### src/rtl/mem_requester.sv
// Core-to-memory request sequencer: accepts one load/store, validates it,
// drives a single memory cycle and returns a response with error reporting.
module mem_requester #(
    parameter int unsigned MEM_WORDS = 200,
    parameter logic [31:0] PROT_ADDR = 32'h0000_0064
) (
    input  logic        clk,
    input  logic        reset,
    input  logic        req_valid,
    output logic        req_ready,
    input  logic        req_write,
    input  logic [2:0]  req_width,
    input  logic [31:0] req_addr,
    input  logic [31:0] req_wdata,
    output logic        resp_valid,
    input  logic        resp_ready,
    output logic [31:0] resp_rdata,
    output logic        resp_err,
    output logic        mem_we,
    output logic [2:0]  mem_width,
    output logic [31:0] mem_addr,
    output logic [31:0] mem_wdata,
    input  logic [31:0] mem_rdata,
    input  logic        lock_set,
    output logic        locked,
    output logic [7:0]  err_count
);

    localparam int unsigned AW = 32;

    typedef enum logic [1:0] {
        IDLE  = 2'd0,
        ISSUE = 2'd1,
        RESP  = 2'd2
    } state_t;

    state_t state;
    state_t state_next;
    logic   accept_c;
    logic   req_err_c;
    logic   bad_code_c;
    logic   bad_store_c;
    logic   half_mis_c;
    logic   word_mis_c;
    logic   out_of_range_c;
    logic   prot_hit_c;
    logic   cap_write;

    // Request validation; a lock_set arriving with the request already counts.
    always_comb begin
        bad_code_c     = (req_width == 3'b011) || (req_width == 3'b110) ||
                         (req_width == 3'b111);
        bad_store_c    = req_write && ((req_width == 3'b100) || (req_width == 3'b101));
        half_mis_c     = (req_width[1:0] == 2'b01) && req_addr[0];
        word_mis_c     = (req_width == 3'b010) && (req_addr[1:0] != 2'b00);
        out_of_range_c = AW'({2'b00, req_addr[31:2]}) >= AW'(MEM_WORDS);
        prot_hit_c     = req_write && (req_addr == PROT_ADDR) && (locked || lock_set);
        req_err_c      = bad_code_c || bad_store_c || half_mis_c || word_mis_c ||
                         out_of_range_c || prot_hit_c;
    end

    always_ff @(posedge clk) begin
        if (reset) begin
            state <= IDLE;
        end else begin
            state <= state_next;
        end
    end

    // Next state: errors skip the memory cycle and go straight to RESP.
    always_comb begin
        state_next = state;
        accept_c   = 1'b0;
        unique case (state)
            IDLE: begin
                if (req_valid) begin
                    accept_c   = 1'b1;
                    state_next = req_err_c ? RESP : ISSUE;
                end
            end
            ISSUE: state_next = RESP;
            RESP: begin
                if (resp_ready) begin
                    state_next = IDLE;
                end
            end
            default: state_next = IDLE;
        endcase
    end

    // Registered outputs; memory address/data only change on a valid accept.
    always_ff @(posedge clk) begin
        if (reset) begin
            req_ready  <= 1'b1;
            resp_valid <= 1'b0;
            resp_err   <= 1'b0;
            resp_rdata <= 32'd0;
            mem_we     <= 1'b0;
            mem_width  <= 3'd0;
            mem_addr   <= 32'd0;
            mem_wdata  <= 32'd0;
            locked     <= 1'b0;
            err_count  <= 8'd0;
            cap_write  <= 1'b0;
        end else begin
            req_ready  <= (state_next == IDLE);
            resp_valid <= (state_next == RESP);
            mem_we     <= 1'b0;
            if (lock_set) begin
                locked <= 1'b1;
            end
            if (accept_c && !req_err_c) begin
                cap_write <= req_write;
                mem_we    <= req_write;
                mem_width <= req_width;
                mem_addr  <= req_addr;
                mem_wdata <= req_wdata;
            end
            if (accept_c && req_err_c) begin
                resp_err   <= 1'b1;
                resp_rdata <= 32'd0;
                if (err_count != 8'hFF) begin
                    err_count <= err_count + 8'd1;
                end
            end
            if (state == ISSUE) begin
                resp_err   <= 1'b0;
                resp_rdata <= cap_write ? 32'd0 : mem_rdata;
            end
        end
    end

endmodule

### config.mk
export PLATFORM = sky130hd
export DESIGN_NAME = mem_requester
export DESIGN_NICKNAME = d
export VERILOG_FILES = /design/src/rtl/mem_requester.sv
export SDC_FILE = /design/constraint.sdc
export NUM_CORES = 1
export LEC_CHECK = 0
export ABC_AREA = 0
export BUFFER_PORTS_ARGS = -buffer_cell sky130_fd_sc_hd__buf_2
export CELL_PAD_IN_SITES_DETAIL_PLACEMENT = 0
export CELL_PAD_IN_SITES_GLOBAL_PLACEMENT = 1
export CORE_MARGIN = 4
export CORE_UTILIZATION = 32
export DETAILED_ROUTE_END_ITERATION = 8
export GPL_ROUTABILITY_DRIVEN = 0
export GPL_TIMING_DRIVEN = 0
export MAX_ROUTING_LAYER = met4
export PLACE_DENSITY = 0.81
export REMOVE_ABC_BUFFERS = 1
export SYNTH_ARGS = -nofsm -noshare
export SYNTH_HDL_FRONTEND = slang
export SYNTH_SLANG_ARGS = --single-unit
### constraint.sdc
create_clock -name clk -period 2.1 [get_ports clk]
set_clock_uncertainty 0.2 [all_clocks]
set_input_delay 0.105 -clock clk [delete_from_list [all_inputs] [get_ports clk]]
set_output_delay 0.105 -clock clk [all_outputs]
set_load 0.01 [all_outputs]
==> impl_metrics.csv <==
group,metric,value,unit
power_and_ir_drop,p_sw,1.17,mW
critical_path,critPathCaptureType,"flip-flop",
detailed_routing,totalWireLength,15.3,mm
global_routing,grt_pass1_vias,4636,
power_and_ir_drop,comb_power_share,8.0,%
global_routing,grt_max_degree,62,
die,die_area,14600,µm²
yosys,synth_top_area_share,56.7,%
sta,finalMaxSlewViolations,0,
yosys,synthTopCellsByArea,"dfxtp_1 (57%), a22o_1 (6.9%), a21oi_1 (6.4%)",
yosys,synth_area,4060,µm²
critical_path,timing.critical_path.from,"lock_set",
clock_tree,cts_buffers,17,
power_and_ir_drop,seq_power_share,43.0,%
critical_path,rrSetupSlack,0.08,ns
die,start_util,33.2,%
yosys,yosys.cell_types.count,38,
die,num_rows,40,
sta,max_freq,0.485,GHz
sta,tns,0,ns
final_layout,design_area,6880,µm²
critical_path,path_max_fanout,14,
detailed_routing,drc,0,
critical_path,rr_startpoint,"locked",
critical_path,arrival,2.11,ns
detailed_routing,vias,4578,
sta,worst_pin_slew,0.780,ns
power_and_ir_drop,p_int,3.96,mW
clock_tree,clkLatencyLatePin,0.41,ns
detailed_routing,ant_nets,0,
run,cap_violations,0,
power_and_ir_drop,p_per_area,746,nW/µm²
critical_path,worst_r2r_endpoint,"mem_wdata[26]",
placed_design,port_buffers,216,
final_layout,n_fill_cell,1081,
yosys,yosys_register_bits,115,
clock_tree,clk_pin_slew,0.05,ns
detailed_routing,firstDrtPassIters,5,
detailed_routing,drt_iter0_drc,308,
global_routing,gr-usage-all-layers,21.0,%
yosys,avgSynthCellArea,9.62,µm²
placed_design,place_area,5280,µm²
clock_tree,cts_root_buffer,"clkbuf_16",
yosys,synth_async_sr_flop_share,0,%
detailed_routing,vias_per_cell,5.05,
power_and_ir_drop,swShare,22.8,%
final_layout,drive_gt1_share,38.3,%
run_status,status,"completed",
yosys,ys_seq_area_share,56.7,%
final_layout,multiInputGateArea,1750,µm²
yosys,synth_edf_count,0,
clock_tree,h-tree-depth,4,
min_path,hp-class,"in -> reg",
die,die_h,121,µm
sta,setup_violations,0,
final_layout,n_antenna_cell,0,
power_and_ir_drop,irDropWorstVdd,368,µV
die,core,12200,µm²
yosys,yosys.area.top_type,"dfxtp_1",
power_and_ir_drop,p_leak,3.08,nW
yosys,synthCells,422,
min_path,worstHoldPathCells,2,
placed_design,dp_hpwl,8.67,mm
die,io_pins,217,
sta,min_period,2.06,ns
min_path,holdCritStartpoint,"reset",
final_layout,syn2layout_area_growth,69.4,%
sta,final-hold-violation-count,0,
min_path,holdPathEnd,"locked",
clock_tree,clk_path_buf_depth,2,
final_layout,layout.cells.non_filler,906,
clock_tree,cts.sinks,115,
power_and_ir_drop,power_frac_clock,49.0,%
critical_path,r2r_cells,6,
yosys,yosys_most_used_dff,"dfxtp_1",
sta,whs,0.202,ns
clock_tree,tritoncts,"done",
global_routing,antenna_found_initial,0,
global_routing,grt_pass1_wl,23.6,mm
final_layout,fin_nets,832,
sta,min_period_over_period,98.1,%
die,die_w,121,µm
critical_path,start_kind,"input port",
placed_design,dp_cells,776,
sta,rsz0062_at_grt,"no",
critical_path,crit_type,"in -> reg",
critical_path,crit_required,2.15,ns
global_routing,grt-ovfl-total,0,
detailed_routing,routedWlPerCell,16.9,µm
final_layout,seqCellArea,2300,µm²
sta,slew_headroom,48.0,%
yosys,synth_warnings,0,
==> sequential cells by signal (all words and copies together), names as in the netlist, 2 cells and up <==
register	flops
mem_addr	32
mem_wdata	32
resp_rdata	32
err_count	8
mem_width	3
state	2
==> layer usage <==
layer  GRT usage (%)  wire length [µm]  share of wire, %
met1            23.6              6140                40
met3            5.61               966               6.3
met4            8.14               407               2.7
met2            35.7              7790                51
met5               -                 0                 0
==> worst max-delay path, stage by stage <==
cell and delay, ns:
dlygate4sd3_1 0.55, buf_2 0.13, nor2_2 0.14, nor4_4 0.07, buf_4 0.14, a2111o_2 0.60, o21ai_0 0.25, a21oi_1 0.11
==> power by group through the flow <==
| stage | clock [mW] | combinational (mW) | sequential [mW] |
|---|---|---|---|
| after global placement | 0 | 0.235 | 2.25 |
| after CTS | 2.57 | 0.399 | 2.20 |
| after floorplan | 0 | 0.0733 | 2.25 |
| after global routing | 2.67 | 0.445 | 2.20 |
| final | 2.51 | 0.410 | 2.20 |
| after detailed placement | 0 | 0.248 | 2.25 |
==> worst max-delay path by stage <==
| stage | end | depth (start not counted) |
|---|---|---|
| finish | mem_wdata[26] | 8 |
| global route | resp_rdata[4] | 9 |
| CTS | err_count[4] | 7 |
| detailed placement | resp_rdata[15] | 6 |
| global placement | mem_addr[18] | 6 |
| floorplan | mem_addr[10] | 5 |
==> area by class of cell <==
type | instances | share of cell area (%)
multi-input combinational | 276 | 25.5
clock buffer | 21 | 6.70
timing repair buffer | 314 | 30.3
sequential | 115 | 33.5
clock inverter | 10 | 0.892
inverter | 2 | 0.109
tap | 168 | 3.06
==> Yosys cell counts (all sizes together), types with 3 or more instances <==
library cell  number
dfxtp            115
a21oi             53
nand3             49
o21ai             48
a22o              32
and2              26
clkbuf            26
nand2             12
nor2              12
buf                9
nor4               7
or4                3
==> metrics by stage <==
step / power [mW] / setup WS [ns] / utilization [%]
2_1_floorplan: 2.33 / -1.15 / -
3_3_place_gp: 2.48 / -2.56 / 42.6
3_5_place_dp: 2.50 / -1.18 / 43.3
4_1_cts: 5.17 / 0.00235 / 56.0
5_1_grt: 5.32 / 0.00226 / 56.3
6_report: 5.13 / 0.0400 / 56.3
==> cell families (layout without fill, tap and decap cells) <==
family / Yosys count / in the layout / synth area share [%]
AOI/OAI and AO/OA: 147 / 152 / 22.8
and+or+nand+nor: 120 / 121 / 15.8
DFF: 115 / 115 / 56.7
buffers and inverters: 37 / 347 / 3.85
muxes: 2 / 2 / 0.524
adders and majority gates: 1 / 1 / 0.308
==> cell usage in the layout (no fill, tap or decap), drive strengths merged, types with 12 or more instances in the layout <==
cell type,Yosys,final
dlygate4sd3,0,81
a21oi,53,55
nand3,49,49
a22o,32,32
buf,9,232
o21ai,48,48
dfxtp,115,115
nor2,12,12
nand2,12,12
clkbuf,26,22
and2,26,27
==> timing repair <==
item	CTS	global route
hold buffers	81	0
pin swaps	9	6
gates cloned	5	1
gates resized for setup	13	9
endpoints found under the setup margin	111	106
endpoints found under the hold margin	83	0
buffers inserted	13	0
Power figures use the tool's default switching activity.
